## config.mk

```make
export PLATFORM = sky130hd
export DESIGN_NAME = vh_expr_pipe_flat
export DESIGN_NICKNAME = d
export VERILOG_FILES = /design/src/rtl/vh_expr_pipe_if.sv /design/src/rtl/vh_expr_pipe.sv /design/src/flat_wrapper.sv
export SDC_FILE = /design/constraint.sdc
export NUM_CORES = 1
export LEC_CHECK = 0
export CORE_MARGIN = 5
export CORE_UTILIZATION = 55
export DETAILED_ROUTE_END_ITERATION = 8
export HOLD_SLACK_MARGIN = 0.06
export PLACE_DENSITY = 0.78
export SYNTH_ARGS = -nofsm -noshare
export SYNTH_HDL_FRONTEND = slang
export SYNTH_SLANG_ARGS = --single-unit
export TNS_END_PERCENT = 50
```

## constraint.sdc

```tcl
create_clock -name clk -period 10.3 [get_ports clk]
set_input_delay 1.545 -clock clk [delete_from_list [all_inputs] [get_ports clk]]
set_output_delay 1.545 -clock clk [all_outputs]
set_load 0.05 [all_outputs]
```

## src/rtl/vh_expr_pipe_if.sv

```systemverilog
`default_nettype none
// ============================================================================
// Module  : vh_expr_pipe_if
// Brief   : Valid/ready transaction bundle between a driver and vh_expr_pipe.
// Rev     : 1.0  initial release
// ============================================================================
interface vh_expr_pipe_if #(
  parameter int WA = 4,
  parameter int WB = 5,
  parameter int WY = 6
);
  logic          in_valid;
  logic          in_ready;
  logic [3:0]    in_op;
  logic [WA-1:0] in_a;
  logic [WB-1:0] in_b;
  logic          out_valid;
  logic          out_ready;
  logic [WY-1:0] out_y;
  logic          out_ovf;

  modport master (
    output in_valid, in_op, in_a, in_b, out_ready,
    input  in_ready, out_valid, out_y, out_ovf
  );

  modport slave (
    input  in_valid, in_op, in_a, in_b, out_ready,
    output in_ready, out_valid, out_y, out_ovf
  );
endinterface
`default_nettype wire

```

## src/rtl/vh_expr_pipe.sv

```systemverilog
`default_nettype none
// ============================================================================
// Module  : vh_expr_pipe
// Brief   : Two-stage elastic pipeline evaluating one Verilog-semantics
//           binary/reduction expression per transaction.
// Rev     : 1.0  initial release
// ============================================================================
module vh_expr_pipe #(
  parameter int WA = 4,
  parameter int WB = 5,
  parameter int WY = 6,
  parameter bit SA = 1'b1,
  parameter bit SB = 1'b1
) (
  input  wire logic     clk,
  input  wire logic     rst_n,
  vh_expr_pipe_if.slave bus
);

  localparam int WAB  = (WA > WB) ? WA : WB;
  localparam int WC   = (WAB > WY) ? WAB : WY;
  localparam int WE   = WC + 2;
  localparam bit SCTX = SA && SB;

  localparam logic [3:0] c_op_add  = 4'd0;
  localparam logic [3:0] c_op_sub  = 4'd1;
  localparam logic [3:0] c_op_mul  = 4'd2;
  localparam logic [3:0] c_op_and  = 4'd3;
  localparam logic [3:0] c_op_or   = 4'd4;
  localparam logic [3:0] c_op_xor  = 4'd5;
  localparam logic [3:0] c_op_xnor = 4'd6;
  localparam logic [3:0] c_op_shl  = 4'd7;
  localparam logic [3:0] c_op_shr  = 4'd8;
  localparam logic [3:0] c_op_ashr = 4'd9;
  localparam logic [3:0] c_op_eq   = 4'd10;
  localparam logic [3:0] c_op_lt   = 4'd11;
  localparam logic [3:0] c_op_le   = 4'd12;
  localparam logic [3:0] c_op_rand = 4'd13;
  localparam logic [3:0] c_op_ror  = 4'd14;
  localparam logic [3:0] c_op_rxor = 4'd15;

  logic          s1_valid_q;
  logic [3:0]    s1_op_q;
  logic [WC-1:0] s1_a_q, s1_b_q;
  logic [WC-1:0] s1_a_d, s1_b_d;

  logic          out_valid_q, out_ovf_q, out_ovf_d;
  logic [WY-1:0] out_y_q, out_y_d;

  logic          w_s1_load, w_s2_load;

  assign w_s2_load    = !out_valid_q || bus.out_ready;
  assign w_s1_load    = !s1_valid_q || w_s2_load;
  assign bus.in_ready = w_s1_load;

  assign bus.out_valid = out_valid_q;
  assign bus.out_y     = out_y_q;
  assign bus.out_ovf   = out_ovf_q;

  // Both operands share one extension rule: signed only if both are signed.
  always_comb begin
    s1_a_d = SCTX ? WC'($signed(bus.in_a)) : WC'(bus.in_a);
    s1_b_d = SCTX ? WC'($signed(bus.in_b)) : WC'(bus.in_b);
  end

  always_ff @(posedge clk or negedge rst_n) begin
    if (!rst_n) begin
      s1_valid_q <= 1'b0;
      s1_op_q    <= '0;
      s1_a_q     <= '0;
      s1_b_q     <= '0;
    end else if (w_s1_load) begin
      s1_valid_q <= bus.in_valid;
      if (bus.in_valid) begin
        s1_op_q <= bus.in_op;
        s1_a_q  <= s1_a_d;
        s1_b_q  <= s1_b_d;
      end
    end
  end

  // Overflow is judged on the exact WE-bit result against the WY-bit range.
  function automatic logic f_ovf(input logic [WE-1:0] v);
    if (SCTX) begin
      f_ovf = !((&v[WE-1:WY-1]) || !(|v[WE-1:WY-1]));
    end else begin
      f_ovf = |v[WE-1:WY];
    end
  endfunction

  logic [WE-1:0] w_a_wide, w_b_wide, w_sum_wide, w_dif_wide;
  logic [WC-1:0] w_res;
  logic [31:0]   w_amt;
  logic          w_lt, w_le;

  always_comb begin
    w_a_wide   = SCTX ? WE'($signed(s1_a_q)) : WE'(s1_a_q);
    w_b_wide   = SCTX ? WE'($signed(s1_b_q)) : WE'(s1_b_q);
    w_sum_wide = w_a_wide + w_b_wide;
    w_dif_wide = w_a_wide - w_b_wide;
    w_amt      = 32'(s1_b_q[WB-1:0]);
    w_lt       = SCTX ? ($signed(s1_a_q) <  $signed(s1_b_q)) : (s1_a_q <  s1_b_q);
    w_le       = SCTX ? ($signed(s1_a_q) <= $signed(s1_b_q)) : (s1_a_q <= s1_b_q);

    w_res = '0;
    case (s1_op_q)
      c_op_add:  w_res = w_sum_wide[WC-1:0];
      c_op_sub:  w_res = w_dif_wide[WC-1:0];
      c_op_mul:  w_res = s1_a_q * s1_b_q;
      c_op_and:  w_res = s1_a_q & s1_b_q;
      c_op_or:   w_res = s1_a_q | s1_b_q;
      c_op_xor:  w_res = s1_a_q ^ s1_b_q;
      c_op_xnor: w_res = ~(s1_a_q ^ s1_b_q);
      c_op_shl:  w_res = (w_amt >= 32'(WC)) ? '0 : (s1_a_q << w_amt);
      c_op_shr:  w_res = (w_amt >= 32'(WC)) ? '0 : (s1_a_q >> w_amt);
      c_op_ashr: w_res = SCTX ? WC'($signed(s1_a_q) >>> w_amt) : (s1_a_q >> w_amt);
      c_op_eq:   w_res = WC'(s1_a_q == s1_b_q);
      c_op_lt:   w_res = WC'(w_lt);
      c_op_le:   w_res = WC'(w_le);
      c_op_rand: w_res = WC'(&s1_a_q[WA-1:0]);
      c_op_ror:  w_res = WC'(|s1_a_q[WA-1:0]);
      c_op_rxor: w_res = WC'(^s1_a_q[WA-1:0]);
      default:   w_res = '0;
    endcase

    out_y_d = w_res[WY-1:0];
    if (s1_op_q == c_op_add) begin
      out_ovf_d = f_ovf(w_sum_wide);
    end else if (s1_op_q == c_op_sub) begin
      out_ovf_d = f_ovf(w_dif_wide);
    end else begin
      out_ovf_d = 1'b0;
    end
  end

  always_ff @(posedge clk or negedge rst_n) begin
    if (!rst_n) begin
      out_valid_q <= 1'b0;
      out_y_q     <= '0;
      out_ovf_q   <= 1'b0;
    end else if (w_s2_load) begin
      out_valid_q <= s1_valid_q;
      if (s1_valid_q) begin
        out_y_q   <= out_y_d;
        out_ovf_q <= out_ovf_d;
      end
    end
  end

endmodule
`default_nettype wire

```

## src/flat_wrapper.sv

```systemverilog
// flat-port wrapper written by rule: the top's interface ports become plain ports
module vh_expr_pipe_flat 
#(
  parameter int WA = 4,
  parameter int WB = 5,
  parameter int WY = 6,
  parameter bit SA = 1'b1,
  parameter bit SB = 1'b1
)
  (clk, rst_n, bus_in_valid, bus_in_op, bus_in_a, bus_in_b, bus_out_ready, bus_in_ready, bus_out_valid, bus_out_y, bus_out_ovf);
  vh_expr_pipe_if #(.WA(WA), .WB(WB), .WY(WY)) bus_i ();
  input  wire logic clk;
  input  wire logic rst_n;
  input wire logic [$bits(bus_i.in_valid)-1:0] bus_in_valid;
  input wire logic [$bits(bus_i.in_op)-1:0] bus_in_op;
  input wire logic [$bits(bus_i.in_a)-1:0] bus_in_a;
  input wire logic [$bits(bus_i.in_b)-1:0] bus_in_b;
  input wire logic [$bits(bus_i.out_ready)-1:0] bus_out_ready;
  output wire logic [$bits(bus_i.in_ready)-1:0] bus_in_ready;
  output wire logic [$bits(bus_i.out_valid)-1:0] bus_out_valid;
  output wire logic [$bits(bus_i.out_y)-1:0] bus_out_y;
  output wire logic [$bits(bus_i.out_ovf)-1:0] bus_out_ovf;
  assign bus_i.in_valid = bus_in_valid;
  assign bus_i.in_op = bus_in_op;
  assign bus_i.in_a = bus_in_a;
  assign bus_i.in_b = bus_in_b;
  assign bus_i.out_ready = bus_out_ready;
  assign bus_in_ready = bus_i.in_ready;
  assign bus_out_valid = bus_i.out_valid;
  assign bus_out_y = bus_i.out_y;
  assign bus_out_ovf = bus_i.out_ovf;
  vh_expr_pipe #(.WA(WA), .WB(WB), .WY(WY), .SA(SA), .SB(SB)) u_core (.clk(clk), .rst_n(rst_n), .bus(bus_i));
endmodule
```

# --- Word-level counts from Yosys, hierarchy flattened ---
# Index checks and enable logic that the tools add are counted.
totals:
  reg_bits: 22
  out_inout_bits: 9
  elab_cells: 61
op_classes:
  add_sub_neg: 2
  n_mul: 1
  n_lt_le_gt_ge: 3
  n_eq_ne: 16
  n_shift: 3
  n_mux: 5
  n_bitwise: 4
  n_reduce_logical: 20
op_table:
  columns: ["operator", "count"]
  rows:
  - ["$pmux W6 S16", 1]
  - ["$eq A4 B4 Y1 const B", 8]
  - ["$eq A4 B3 Y1 const B", 4]
  - ["$mux W6", 2]
  - ["$eq A4 B2 Y1 const B", 2]
  - ["$add A4 B5 Y6", 1]
  - ["$and A6 B6 Y6", 1]
  - ["$eq A6 B6 Y1", 1]
  - ["$logic_not A1 Y1", 6]
  - ["$mul A4 B5 Y6", 1]
  - ["$not A6 Y6", 1]
  - ["$or A6 B6 Y6", 1]
  - ["$reduce_and A3 Y1", 2]
  - ["$reduce_or A3 Y1", 2]
  - ["$shl A6 B5 Y6", 1]
  - ["$shr A6 B5 Y6", 1]
  - ["$sshr A4 B5 Y6", 1]
  - ["$sub A4 B5 Y6", 1]
  - ["$xor A6 B6 Y6", 1]
  - ["$ge A5 B3 Y1 const B", 1]
  - ["$le A4 B5 Y1", 1]
  - ["$lt A4 B5 Y1", 1]
  - ["$eq A4 B1 Y1 const B", 1]
  - ["$logic_not A4 Y1", 1]
  - ["other kinds (6)", 11]

# --- Logic depth before layout (Yosys ltp) ---
logic_depth:
  ltp_word: 7
  mapped_depth: 15
  ltp_nobuf: 14

# --- Worst setup path before layout ---
# OpenSTA, ideal clock, no wires.
synth_timing:
  path_kind: "reg2reg"
  from: "register u_core.s1_b_q[1]"
  to: "register u_core.out_y_q[5] (netlist: u_core.bus.out_y[5])"
  setup_time_ns: 0.126
  arrival_time_ns: 3.745
  required_time_ns: 10.174
  slack_ns: 6.429
  stages_incl_launch_ff: 15
  path_cell_list: "dfrtp_1 > buf_2 > buf_2 > nand2_1 > fa_1 > fa_1 > fa_1 > inv_1 > ha_1 > fa_1 > xnor2_1 > xnor2_1 > xnor2_1 > nor3_1 > o32a_1"
synth_between:
  elab_chain_cells: 3
  word_cells_on_any_way: 10
synth_lines:
  columns: ["item", "line", "rtl"]
  rows:
  - ["start, declared", "vh_expr_pipe.sv:44", "logic [WC-1:0] s1_a_q, s1_b_q;"]
  - ["start signal, assigned", "vh_expr_pipe.sv:71", "s1_b_q <= '0;"]
  - ["start signal, assigned", "vh_expr_pipe.sv:77", "s1_b_q <= s1_b_d;"]
  - ["parallel branches: the longest is 2 deep, another holds $mul A4 B5 Y6", null, null]
  - ["$pmux W6 S16 *", "vh_expr_pipe.sv:106", "case (s1_op_q)"]
  - ["end signal, assigned", "vh_expr_pipe.sv:144", "out_y_q <= out_y_d;"]
  - ["end, declared", "vh_expr_pipe.sv:48", "logic [WY-1:0] out_y_q, out_y_d;"]
# Mark *: on every way between the ends.
# A chain may end at the register's enable or synchronous reset.

# --- Final worst setup path ---
layout_timing:
  from: "input port bus_out_ready"
  to: "output port bus_in_ready"
layout_between:
  elab_chain_cells: 2
layout_lines:
  columns: ["item", "line", "rtl"]
  rows:
  - ["start, declared", "flat_wrapper.sv:18", "input wire logic [$bits(bus_i.out_ready)-1:0] bus_out_ready;"]
  - ["$logic_or A1 B1 Y1", "vh_expr_pipe.sv:52", "assign w_s2_load = !out_valid_q || bus.out_ready;"]
  - ["$logic_or A1 B1 Y1", "vh_expr_pipe.sv:53", "assign w_s1_load = !s1_valid_q || w_s2_load;"]
  - ["end, declared", "flat_wrapper.sv:19", "output wire logic [$bits(bus_i.in_ready)-1:0] bus_in_ready;"]
# No other way between the ends.

==> flow_summary.json <==
{
  "slew_headroom_pct": 34.72,
  "r2r_cells": 12,
  "rsz0062_at_grt": "false",
  "cts_tree": "yes",
  "worstHoldEndpoint": "u_core.bus.out_valid",
  "die_h_um": 78.23,
  "slew_violations": 0,
  "synth_seq_area_share_pct": 20.53,
  "dieArea_mm2": 0.006119,
  "cts_made_buffers": 3,
  "period_share_pct": 43.93,
  "max_stage_delay_ns": 0.82,
  "finClkSkew_ns": 0.001714,
  "vias": 2353,
  "syn_inst": 307,
  "n_fill_cell": 404,
  "grt_max_degree": 25,
  "critPathRequiredTime_ns": 8.76,
  "synth_area_mm2": 0.002560,
  "maxCapViolCount": 0,
  "status": "finished, final reports clean",
  "yosysUniqueCellTypes": 55,
  "finalHoldViolCount": 0,
  "synth_top_flop_cell": "dfrtp_1",
  "p_per_area_mw_per_mm2": 176.3,
  "drive_gt1_share_pct": 7.911,
  "antenna_cells": 0,
  "track_usage_pct": 24.25,
  "start_util_pct": 57.60,
  "leakage_uw": 0.001167,
  "yosysWarnings": 0,
  "cts-root-buf": "clkbuf_8",
  "finalSetupViolCount": 0,
  "synth_edf_count": 0,
  "worst_ep_arrival_time_ns": 2.98,
  "cp_common_cell": "clkdlybuf4s50_1",
  "drt-total-wl_mm": 7.136,
  "critPathSlowestCell": "clkdlybuf4s50_1",
  "rows": 24,
  "gp_congestion": 0.9736,
  "crit_type": "primary input to output pin",
  "synth-async-reset-ratio_pct": 100.0,
  "synth_seq_cells": 21,
  "drt_iter0_markers": 267,
  "avgSynthCellArea_um2": 8.339,
  "end_kind": "output pin",
  "clk_pin_slew_ns": 0.08,
  "grt_pass1_wl_mm": 11.83,
  "postCtsSetupBuffers": 0,
  "grt_overflow": 0,
  "clk_path_buf_depth": 2,
  "path_cells": "clkdlybuf4s50_1, nand3b_1, clkdlybuf4s50_1",
  "p_comb_share_pct": 61.0,
  "dp.final_hpwl_mm": 5.483,
  "post-route-drc-count": 0,
  "post_drt_wl_per_cell_um": 19.39,
  "cts_hold_buf": 0,
  "switching_share_pct": 48.93,
  "rr_startpoint": "u_core.s1_b_q[1]",
  "synth_top_area_share_pct": 20.53,
  "pin_count": 26,
  "core-area_mm2": 0.004444,
  "path_buf_inv": 2,
  "ys_top_cells_by_area": "dfrtp_1 21%, ha_1 12%, fa_1 6.3%, mux2_2 6.2%, nand2_1 4.3%",
  "p_clk_share_pct": 11.0,
  "clk_latency_ns": 0.26,
  "ctsResizeCount": 0,
  "final_common_cell": "nand2_1",
  "ant_nets": 0,
  "chipWidth_um": 78.23,
  "fin_crit_ns": 4.525,
  "numPortBuffers": 24,
  "dr.pass1.iters": 5,
  "path_max_fanout": 3,
  "r2r_slack_ns": 6.06,
  "sequentialPowerShare_pct": 28.0,
  "max_clock_freq_mhz": 221.0,
  "power_switching_uw": 241.7,
  "hold_class": "flop to flop",
  "start_kind": "primary input",
  "min_from": "u_core.s1_valid_q",
  "clock-sinks": 21,
  "worstHoldPathCells": 1,
  "whs_ns": 0.5311,
  "htreeDepth": 1,
  "cp_top_family": "buffers and inverters",
  "viasPerCell": 6.394,
  "grt_pass1_vias": 2339,
  "yosysTopAreaCell": "dfrtp_1",
  "r2r_end": "u_core.bus.out_y[5]",
  "synth_nets": 357,
  "fin_nets": 367,
  "tightest_slew_ns": 0.9762,
  "fin_setup_tns_ns": 0,
  "vdd_drop_max_uv": 95.13,
  "p_int_uw": 252.3,
  "layout_common_cells": "29 x nand2_1, 25 x ha_1, 24 x nor2_1, 24 x clkdlybuf4s50_1, 23 x inv_1",
  "antenna_found_initial": 0,
  "syn_to_final_growth_pct": 9.433
}
==> state kept, by name (all words and copies together), names as in the netlist <==
| signal | flops |
|---|---|
| u_core.s1_op_q | 4 |
| u_core.s1_valid_q | 1 |
| u_core.bus.out_y | 6 |
| u_core.s1_a_q | 4 |
| u_core.bus.out_valid | 1 |
| u_core.s1_b_q | 5 |
==> how the worst max path moves through the flow <==
stage               slack [ns]  cells after the start                  end        startpoint
global placement          5.80                      3         bus_in_ready     bus_out_ready
floorplan                 6.43                     14  u_core.bus.out_y[5]  u_core.s1_b_q[1]
CTS                       5.77                      3         bus_in_ready     bus_out_ready
detailed placement        5.78                      3         bus_in_ready     bus_out_ready
global route              5.73                      3         bus_in_ready     bus_out_ready
finish                    5.78                      3         bus_in_ready     bus_out_ready
==> power groups by stage <==
stage	combinational (uW)	clock (uW)	sequential, uW
after floorplan	208	0	142
after detailed placement	297	0	138
after global routing	331	59.6	142
final	302	54.4	138
after global placement	290	0	137
after CTS	299	56.3	136
==> stage by stage <==
step	utilization (%)	area, um^2	setup WS, ns	instances	power (uW)
after CTS	63.03	2801	5.768	368	491.6
final	63.03	2801	5.775	368	494.0
after floorplan	-	2560	6.429	307	350.2
after detailed placement	61.99	2755	5.777	364	434.6
after global routing	63.03	2801	5.726	368	532.0
after global placement	61.99	2755	5.801	364	427.8
==> cells by family after synthesis <==
logic type                 count (synthesis)  share of synthesized area, %
xor gates and xnor gates                  14                         4.790
other                                      1                        0.1465
and+or+nand+nor                          104                         20.72
adders and majority gates                 33                         18.47
muxes                                     20                         8.504
buffers and inverters                     42                         7.673
AOI/OAI and AO/OA                         72                         19.16
DFF                                       21                         20.53
==> per-layer routing <==
| metal | track usage (%) | part of all wire [%] | vias up |
|---|---|---|---|
| li1 | - | - | 1105 |
| met1 | 32.60 | 43 | 1112 |
| met2 | 39.73 | 47 | 119 |
| met3 | 3.776 | 8.0 | 17 |
| met4 | 8.566 | 2.6 | 0 |
| met5 | 0 | 0 | - |
==> synth_stat cells, types with 2 or more instances <==
master	number
a211oi_1	2
nand3_1	6
nand2b_1	5
a311oi_1	3
nand4_1	5
o22ai_1	6
and3_1	2
xnor2_1	12
or3_1	2
o21ai_0	11
ha_1	25
nand3b_1	4
o32a_1	2
clkbuf_1	5
a221oi_1	2
o21bai_1	2
nor3b_1	3
mux2_2	14
nor2_1	24
and2_1	3
nor4b_1	2
dfrtp_1	21
buf_4	6
nor3_1	8
o221ai_1	2
fa_1	8
a31oi_1	3
a31o_2	2
o211ai_1	2
o2bb2ai_1	2
a32oi_1	3
nand2_1	29
nor2b_1	7
mux2i_1	6
buf_2	7
inv_1	23
xor2_1	2
a21oi_1	19
==> area by class of cell <==
type / instances / area, um^2 / share of cell area (%)
Inverter: 23 / 86.33 / 3.082
Multi-Input combinational cell: 244 / 1838 / 65.61
Tap cell: 52 / 65.06 / 2.322
Clock buffer: 3 / 41.29 / 1.474
Timing Repair Buffer: 24 / 240.2 / 8.575
Sequential cell: 21 / 525.5 / 18.76
Clock inverter: 1 / 5.005 / 0.1787
(Power assumes the default switching activity.)
